==> config.mk <==
export PLATFORM = sky130hd
export DESIGN_NAME = xyz_scan_ctrl
export DESIGN_NICKNAME = d
export VERILOG_FILES = /design/src/rtl/prm_scan_pkg.sv /design/src/rtl/prm_res_fifo.sv /design/src/rtl/xyz_scan_ctrl.sv
export SDC_FILE = /design/constraint.sdc
export NUM_CORES = 1
export LEC_CHECK = 0
export CORE_ASPECT_RATIO = 0.5
export CORE_UTILIZATION = 25
export CTS_BUF_LIST = sky130_fd_sc_hd__clkbuf_8
export DETAILED_ROUTE_END_ITERATION = 16
export GPL_TIMING_DRIVEN = 0
export PLACE_DENSITY = 0.45
export SETUP_SLACK_MARGIN = 0.3
export SKIP_CTS_REPAIR_TIMING = 1
export SLEW_MARGIN = 20
export SYNTH_ARGS = -nofsm -noshare
export SYNTH_HDL_FRONTEND = slang
export SYNTH_SLANG_ARGS = --single-unit
==> constraint.sdc <==
create_clock -name CLK -period 10.6 [get_ports CLK]
set_clock_uncertainty 0.05 [all_clocks]
set_input_delay 2.65 -clock CLK [delete_from_list [all_inputs] [get_ports CLK]]
set_output_delay 2.65 -clock CLK [all_outputs]
set_load 0.01 [all_outputs]
==> src/rtl/prm_scan_pkg.sv <==
// Shared widths, latency/depth constants, FSM state and FIFO entry layout
// for the parameter-check scan controller.
package prm_scan_pkg;

    localparam int XYZ_W      = 12;
    localparam int RES_W      = 32;
    localparam int LAT        = 3;
    localparam int FIFO_DEPTH = 8;

    typedef enum logic [1:0] {
        S_IDLE,
        S_RUN,
        S_DRAIN,
        S_DONE
    } state_t;

    typedef struct packed {
        logic [RES_W-1:0] res;
        logic [XYZ_W-1:0] xyz;
    } res_entry_t;

    localparam int ENTRY_W = $bits(res_entry_t);

endpackage

==> src/rtl/prm_res_fifo.sv <==
// Small first-word-fall-through FIFO holding tagged check results.
// The head entry is visible on dout whenever empty is low.
module prm_res_fifo
    import prm_scan_pkg::*;
#(
    parameter int WIDTH = ENTRY_W,
    parameter int DEPTH = FIFO_DEPTH
) (
    input  logic                     clk,
    input  logic                     rst,
    input  logic                     push,
    input  logic                     pop,
    input  logic [WIDTH-1:0]         din,
    output logic [WIDTH-1:0]         dout,
    output logic [$clog2(DEPTH):0]   level,
    output logic                     empty
);

    localparam int AW = $clog2(DEPTH);

    logic [WIDTH-1:0] mem_q [DEPTH];
    logic [AW-1:0]    wr_ptr_q;
    logic [AW-1:0]    rd_ptr_q;
    logic [AW:0]      level_q;
    logic             full;
    logic             do_push;
    logic             do_pop;

    assign empty   = (level_q == '0);
    assign full    = (level_q == (AW+1)'(DEPTH));
    assign do_pop  = pop && !empty;
    // A push into a full FIFO lands only when the head leaves in the same cycle.
    assign do_push = push && (!full || do_pop);
    assign dout    = mem_q[rd_ptr_q];
    assign level   = level_q;

    always_ff @(posedge clk) begin
        if (do_push) begin
            mem_q[wr_ptr_q] <= din;
        end
    end

    always_ff @(posedge clk or posedge rst) begin
        if (rst) begin
            wr_ptr_q <= '0;
            rd_ptr_q <= '0;
            level_q  <= '0;
        end else begin
            if (do_push) begin
                wr_ptr_q <= wr_ptr_q + 1'b1;
            end
            if (do_pop) begin
                rd_ptr_q <= rd_ptr_q + 1'b1;
            end
            case ({do_push, do_pop})
                2'b10:   level_q <= level_q + 1'b1;
                2'b01:   level_q <= level_q - 1'b1;
                default: level_q <= level_q;
            endcase
        end
    end

    overflow_a: assert property (@(posedge clk) disable iff (rst) !(push && full && !pop));

endmodule

==> src/rtl/xyz_scan_ctrl.sv <==
// Sweeps a window of {x,y,z} addresses into the parameter-check stage, tags each
// returning result with its address and buffers the pairs for a valid/ready consumer.
module xyz_scan_ctrl
    import prm_scan_pkg::*;
(
    input  logic             CLK,
    input  logic             RST,
    input  logic             start,
    input  logic [1:0]       cfg_sel1,
    input  logic [7:0]       cfg_sel2,
    input  logic [XYZ_W-1:0] cfg_base,
    input  logic [XYZ_W:0]   cfg_count,
    output logic             busy,
    output logic             done,
    output logic [1:0]       sel1,
    output logic [7:0]       sel2,
    output logic [XYZ_W-1:0] xyzInput,
    input  logic [RES_W-1:0] result_imp,
    output logic             res_valid,
    output logic [RES_W-1:0] res_data,
    output logic [XYZ_W-1:0] res_xyz,
    input  logic             res_ready
);

    localparam int LVL_W = $clog2(FIFO_DEPTH) + 1;
    localparam int CRD_W = $clog2(FIFO_DEPTH + LAT) + 1;

    state_t           state_q, state_d;
    logic [1:0]       sel1_q, sel1_d;
    logic [7:0]       sel2_q, sel2_d;
    logic [XYZ_W-1:0] addr_q, addr_d;
    logic [XYZ_W-1:0] xyz_q, xyz_d;
    logic [XYZ_W:0]   remain_q, remain_d;
    logic [LAT-1:0]   pipe_vld_q;
    logic [XYZ_W-1:0] pipe_tag_q [LAT];

    logic             issue;
    logic             credit_ok;
    logic [CRD_W-1:0] inflight;
    logic [LVL_W-1:0] fifo_level;
    logic             fifo_empty;
    res_entry_t       push_entry;
    res_entry_t       head_entry;

    always_comb begin
        inflight = '0;
        for (int i = 0; i < LAT; i++) begin
            inflight = inflight + CRD_W'(pipe_vld_q[i]);
        end
    end

    // Every address in flight already owns a FIFO slot, so the FIFO can never overflow.
    assign credit_ok = (CRD_W'(fifo_level) + inflight) < CRD_W'(FIFO_DEPTH);

    always_comb begin
        state_d  = state_q;
        sel1_d   = sel1_q;
        sel2_d   = sel2_q;
        addr_d   = addr_q;
        xyz_d    = xyz_q;
        remain_d = remain_q;
        issue    = 1'b0;
        case (state_q)
            S_IDLE: begin
                if (start) begin
                    sel1_d   = cfg_sel1;
                    sel2_d   = cfg_sel2;
                    addr_d   = cfg_base;
                    remain_d = cfg_count;
                    state_d  = (cfg_count == '0) ? S_DONE : S_RUN;
                end
            end
            S_RUN: begin
                if (credit_ok) begin
                    issue    = 1'b1;
                    xyz_d    = addr_q;
                    addr_d   = addr_q + 1'b1;
                    remain_d = remain_q - 1'b1;
                    if (remain_q == (XYZ_W+1)'(1)) begin
                        state_d = S_DRAIN;
                    end
                end
            end
            S_DRAIN: begin
                if ((inflight == '0) && fifo_empty) begin
                    state_d = S_DONE;
                end
            end
            S_DONE: begin
                state_d = S_IDLE;
            end
            default: begin
                state_d = S_IDLE;
            end
        endcase
    end

    always_ff @(posedge CLK or posedge RST) begin
        if (RST) begin
            state_q    <= S_IDLE;
            sel1_q     <= '0;
            sel2_q     <= '0;
            addr_q     <= '0;
            xyz_q      <= '0;
            remain_q   <= '0;
            pipe_vld_q <= '0;
            for (int i = 0; i < LAT; i++) begin
                pipe_tag_q[i] <= '0;
            end
        end else begin
            state_q    <= state_d;
            sel1_q     <= sel1_d;
            sel2_q     <= sel2_d;
            addr_q     <= addr_d;
            xyz_q      <= xyz_d;
            remain_q   <= remain_d;
            pipe_vld_q <= {pipe_vld_q[LAT-2:0], issue};
            pipe_tag_q[0] <= addr_q;
            for (int i = 1; i < LAT; i++) begin
                pipe_tag_q[i] <= pipe_tag_q[i-1];
            end
        end
    end

    assign push_entry = '{res: result_imp, xyz: pipe_tag_q[LAT-1]};

    prm_res_fifo #(
        .WIDTH (ENTRY_W),
        .DEPTH (FIFO_DEPTH)
    ) u_fifo (
        .clk   (CLK),
        .rst   (RST),
        .push  (pipe_vld_q[LAT-1]),
        .pop   (res_ready),
        .din   (push_entry),
        .dout  (head_entry),
        .level (fifo_level),
        .empty (fifo_empty)
    );

    assign busy      = (state_q != S_IDLE);
    assign done      = (state_q == S_DONE);
    assign sel1      = sel1_q;
    assign sel2      = sel2_q;
    assign xyzInput  = xyz_q;
    assign res_valid = !fifo_empty;
    assign res_data  = head_entry.res;
    assign res_xyz   = head_entry.xyz;

endmodule
* Word level (Yosys, flattened, before mapping)
Memory sizes are Yosys's and may differ from the RTL's.
Cells that the tools add are included.
** Storage, ports and cells
- Flip-flop bits (word level) :: 98
- Bits in writable memories :: 352
- Output and inout bits :: 69
- Memories :: 1
** Operators by class
- $add $sub $neg :: 9
- Magnitude comparators :: 1
- Equality and inequality tests :: 11
- Muxes and demuxes :: 17
- Reductions and logical operators :: 17
** Memory list
- u_fifo.mem_q :: words 8, bits a word 44, read ports 1, clocked after Yosys merged registers in 0, write ports 1, line prm_res_fifo.sv:21 : logic [WIDTH-1:0] mem_q [DEPTH];
** Operators by type and width (count)
- 13-bit 2-to-1 mux :: 2
- 13-bit case mux with 2 select lines :: 1
- 12-bit 2-to-1 mux :: 2
- 12-bit case mux with 2 select lines :: 1
- 13-bit by 1-bit == test with 1-bit output, second input constant :: 1
- 13-bit logical NOT :: 1
- 13-bit by 1-bit subtractor with 13-bit output, second input constant :: 1
- 12-bit by 1-bit adder with 12-bit output, second input constant :: 1
- 2-bit 2-to-1 mux :: 5
- 2-bit != test, second input constant :: 4
- 2-bit case mux with 4 select lines :: 1
- 4-bit case mux with 2 select lines :: 1
- 3-bit by 1-bit adder with 3-bit output, second input constant :: 2
- 2-bit == test, second input constant :: 3
- 2-bit nonzero test :: 3
- 4-bit by 3-bit adder with 5-bit output :: 1
- 5-bit logical NOT :: 1
- 5-bit by 4-bit < comparator with 1-bit output, second input constant :: 1
- 4-bit by 1-bit adder with 4-bit output, second input constant :: 1
- 2-bit by 1-bit == test with 1-bit output, second input constant :: 2
- 4-bit == test, second input constant :: 1
- 4-bit logical NOT :: 1
- 1-bit 2-to-1 mux :: 4
- 2-bit AND reduction :: 2
- other kinds (9) :: 12

* Logic depth before layout (Yosys ltp)
Gate-level depths: netlist of run 1.
- Depth after elaboration :: 7
- Mapped depth :: 9

* Cells and area by module
A second synthesis of run 1 with hierarchy kept.
** Second synthesis, totals
- Cell total of the unflattened synthesis :: 908
- Area total of the unflattened synthesis :: 17651.9 um^2
** Modules (own cells, without submodules)
- prm_res_fifo :: times used 1, cells an instance 579, area each 13850.8 um^2
- xyz_scan_ctrl :: times used 1, cells an instance 329, area each 3801.1 um^2

* Worst setup path after synthesis of run 1
Ideal clock, no wire load.
- Kind :: input-to-reg
- Start :: input port res_ready
- End :: memory u_fifo.mem_q[0][0] (netlist bit), enable pin
- Library setup time :: 0.500 ns
- Arrival time :: 6.064 ns
- Data required time :: 10.050 ns
- Slack :: 3.987 ns
- Stages on the path :: 4
- Cells stage by stage :: nand2b_1 o21a_1 nand2b_1 nor3_1
** Between the ends
- Word-level cells in the longest chain between the ends :: 5
** RTL lines
- start: declaration :: line xyz_scan_ctrl.sv:22 : input logic res_ready
- 1-bit logical AND :: line prm_res_fifo.sv:31 : assign do_pop = pop && !empty;
- 1-bit logical OR :: line prm_res_fifo.sv:33 : assign do_push = push && (!full || do_pop);
- 1-bit logical AND :: line prm_res_fifo.sv:33
- 1-bit 2-to-1 mux :: line prm_res_fifo.sv:38 : if (do_push) begin
- 1-bit 2-to-1 mux (not written as such) :: line prm_res_fifo.sv:39 : mem_q[wr_ptr_q] <= din;
- end: declaration :: line prm_res_fifo.sv:21
Every way passes these cells.

* Worst setup path after layout of run 1
- Start :: register u_fifo.rd_ptr_q[1]
- End :: output port res_data[25]
** Between the ends
- Word-level cells in the longest chain between the ends :: 1
** RTL lines
- start: declaration :: line prm_res_fifo.sv:23 : logic [AW-1:0] rd_ptr_q;
- start signal: assignment :: line prm_res_fifo.sv:53 : rd_ptr_q <= rd_ptr_q + 1'b1;
- memory 8 x 44 bit
- end: declaration :: line xyz_scan_ctrl.sv:20 : output logic [RES_W-1:0] res_data,
Every way passes these cells.

==> results.md, run 1 <==
- Crit Path Class: reg2out
- Worst-Skew Late Latency: between 0.6 and 0.7 ns
- Port-buffer cells: between 100 and 150
- Cell Pwr Density: around 270 nW/um^2
- TritonRoute pass-1 iters: 4
- CTS root buf: clkbuf_8
- Residual DRC: 0
- Slew margin rel.: a little under 40%
- Finished Layout Cells: slightly above 2,000
- Clock transition at the registers of the reported paths: around 0.06 ns
- Fin Setup TNS: 0 ns
- Largest net degree at the start of global routing: 71
- Share of cells above drive strength 1: approximately a quarter
- DP Cell Count: 1,943
- Initial DRC count: 569
- Synthesized instance count: between 800 and 900
- Fin Hold WS: slightly below 0.3 ns
- WP data arrival: approximately 3.8 ns
- Final worst path period share: between 60% and 70%
- Min cycle time layout: roughly 6.5 ns
- First-pass GRT wire length: between 60 and 70 mm
- Peak VDD IR: between 0.07 and 0.08 mV
- GP Congestion: approximately 0.76
- Die Height: around 190 um
- CP Max Fanout: 10
- Post-synthesis sequential area ratio: 74.9%
- Hold Vio Cnt, Final: 0
- Layout area overhead: 25.7%
- Most frequent cells in the layout: 352 x edfxtp_1, 139 x clkdlybuf4s50_1, 98 x dfrtp_1
- Worst Path Required: 7.90 ns
- Share of async-settable or async-resettable flops after synthesis: between 20% and 30%
- Avg Cell Area, Syn: slightly below 20 um^2
- Antenna Nets Post-Route: 0
- Post-synth net total: between 900 and 1,000
- #FFs+latches synth: between 400 and 500
- Number of global-route vias before repair: a little under 10,000
- GRT Util Overall: 12.0%
- Met1 Track Usage GR: between 10 and 15%
- Yosys cell types: between 40 and 50
- CTS tree: yes
- Final Setup Violations: 0
- Setup crit end kind: output pin
- Met2 GRT Util: a little over a fifth
- Final instance area: around 22,000 um^2
- R2R Setup Slk: slightly below 8 ns
- # nets final: between 1,000 and 1,500
- Worst Max-Slew Pin Slew: 0.910 ns
- HP Class: reg2reg
- Status: finished clean
- DP HPWL: roughly 28 mm
- Leakage: 7.35 nW
- Die area: roughly 70,000 um^2
- Ports: 140
- Post-DR wirelength/cell: just over 20 um
- Post-synth EDFFs: roughly 350
- Clock sinks: between 400 and 500
- Unrepaired setup endpoints after global routing: false
- Global route total overflow: 0
- Final Slew Violations: 0
- Htree depth: 3
- Clock buffer depth: 3
- Core box area: around 68,000 um^2
- Total Wirelength: 41.9 mm
- Number of CTS-inserted buffers: 71
- GRT busiest layer: met2
- Commonest non-fill, non-tap cell in the layout: edfxtp_1
- Post-synthesis cell area: approximately 17,000 um^2
- Post-DP Area: 20,500 um^2
- Fmax: approximately 0.15 GHz
- Number of maximum-capacitance violations: 0
- Fill cells: around 6,500
- Main synth FF type: edfxtp_1
- Via density: about 4.4
- GR Util met3: under 10%
- Initial antenna violation count: 1
- Ys Warns: 0
- CP Launch Type: register
- Die span in x: ~370 um
- Starting Density: between 20% and 30%
- Via count: roughly 9,000
- FP Rows: 67
[sequential cells by signal, indices dropped and copies added (netlist names)]
register / flops
sel2: 8
pipe_tag_q: 36
sel1: 2
remain_q: 13
pipe_vld_q: 3
u_fifo.rd_ptr_q: 3
u_fifo.mem_q: 352
u_fifo.level: 4
xyzInput: 12
state_q: 2
u_fifo.wr_ptr_q: 3
addr_q: 12
[logic make-up after synthesis]
kind of cell	Yosys count	synth area share, %
simple gates	110	3.25
xor+xnor	6	0.302
compound gates	83	2.99
mux	162	16.2
buf+inv	51	1.19
flops	450	74.9
fa+ha+maj	15	1.17
[critical path, cell delays in order, from the launching register on]
cell and delay, ns:
dfrtp_1 0.35, clkbuf_1 0.45, buf_2 0.42, buf_1 0.73, mux4_2 0.41, mux2_2 0.30
clkdlybuf4s50_1 0.48
[layout make-up]
| cell class | instances | area, um^2 | area share (%) |
|---|---|---|---|
| repair buffers | 170 | 1930 | 8.85 |
| diodes | 1 | 2.50 | 0.0115 |
| inverters | 11 | 46.3 | 0.212 |
| well taps | 897 | 1120 | 5.14 |
| multi-input cells | 376 | 4200 | 19.2 |
| clock inverters | 50 | 256 | 1.17 |
| clock buffers | 79 | 1090 | 4.98 |
| plain buffers | 40 | 165 | 0.756 |
| flip-flops and latches | 450 | 13000 | 59.6 |
[Yosys cell counts (2+ instances only)]
master / n / area [um^2]
xnor2_1: 4 / 35.0
nor2_1: 17 / 63.8
o22ai_1: 11 / 68.8
or4_1: 2 / 15.0
inv_1: 11 / 41.3
a41oi_1: 2 / 17.5
buf_1: 3 / 11.3
ha_1: 13 / 163
edfxtp_1: 352 / 10600
dfrtp_1: 98 / 2450
nand2b_1: 10 / 62.6
o22a_1: 4 / 35.0
buf_2: 12 / 60.1
nor4_1: 2 / 12.5
mux4_2: 88 / 1980
nor3_1: 5 / 25.0
clkbuf_1: 25 / 93.8
a21oi_1: 32 / 160
o21ai_0: 14 / 70.1
nor2b_1: 3 / 18.8
or3_2: 2 / 15.0
nand3_1: 11 / 55.1
mux2i_1: 6 / 60.1
a21o_1: 2 / 15.0
xor2_1: 2 / 17.5
and3_1: 4 / 25.0
nand2_1: 38 / 143
fa_1: 2 / 40.0
or2_2: 3 / 18.8
or3_1: 2 / 12.5
a2bb2oi_1: 8 / 70.1
nand4_1: 5 / 31.3
o31ai_1: 2 / 15.0
mux2_2: 68 / 766
[path summary, 6_finish.rpt]
path	from	endpoint	cells past startpoint
hold reg to reg	pipe_tag_q[18]	pipe_tag_q[6]	0
max in group asynchronous	RST	pipe_tag_q[21]	3
min in group asynchronous	RST	remain_q[3]	2
hold / removal	pipe_tag_q[18]	pipe_tag_q[6]	0
setup / recovery	u_fifo.rd_ptr_q[1]	res_data[25]	6
setup reg to reg	pipe_vld_q[0]	remain_q[1]	8
[where the power goes]
| part | total (mW) | switching (mW) | leakage, nW | internal [mW] |
|---|---|---|---|---|
| Clock | 1.39 | 0.674 | 0.789 | 0.714 |
| Sequential | 2.46 | 0.198 | 4.29 | 2.27 |
| Combinational | 2.12 | 1.04 | 2.27 | 1.08 |
| Total | 5.97 | 1.91 | 7.35 | 4.06 |
[layer usage]
metal	share of wire [%]	wire length (um)
met2	52	21900
met4	1.8	772
met5	0	0
met1	42	17400
met3	4.4	1820
[metrics by stage]
| stage | setup WS (ns) | util (%) | total power, mW |
|---|---|---|---|
| floorplan | 3.99 | - | 3.69 |
| global placement | -0.505 | 29.3 | 4.59 |
| detailed placement | 4.66 | 30.2 | 4.68 |
| CTS | 3.96 | 32.2 | 6.09 |
| global route | 3.90 | 32.2 | 6.32 |
| finish | 4.13 | 32.2 | 5.97 |
(Power assumes the default switching activity.)
==> run 2, diff against run 1 <==
==> constraint.sdc (replaced) <==
create_clock -name CLK -period 6.47 [get_ports CLK]
set_clock_uncertainty 0.05 [all_clocks]
set_input_delay 1.6175 -clock CLK [delete_from_list [all_inputs] [get_ports CLK]]
set_output_delay 1.6175 -clock CLK [all_outputs]
set_load 0.01 [all_outputs]
==> results of run 2 <==
The final DEF is identical to that of run 1. Status: finished clean.
Main changes from that run: setup slack after placement 4.66 ns -> 1.56 ns; setup slack after layout 4.13 ns -> 1.03 ns; register-to-register setup slack 7.71 ns -> 3.58 ns; total power 5.97 mW -> 9.78 mW; worst IR drop on VDD 0.0795 mV -> 0.130 mV
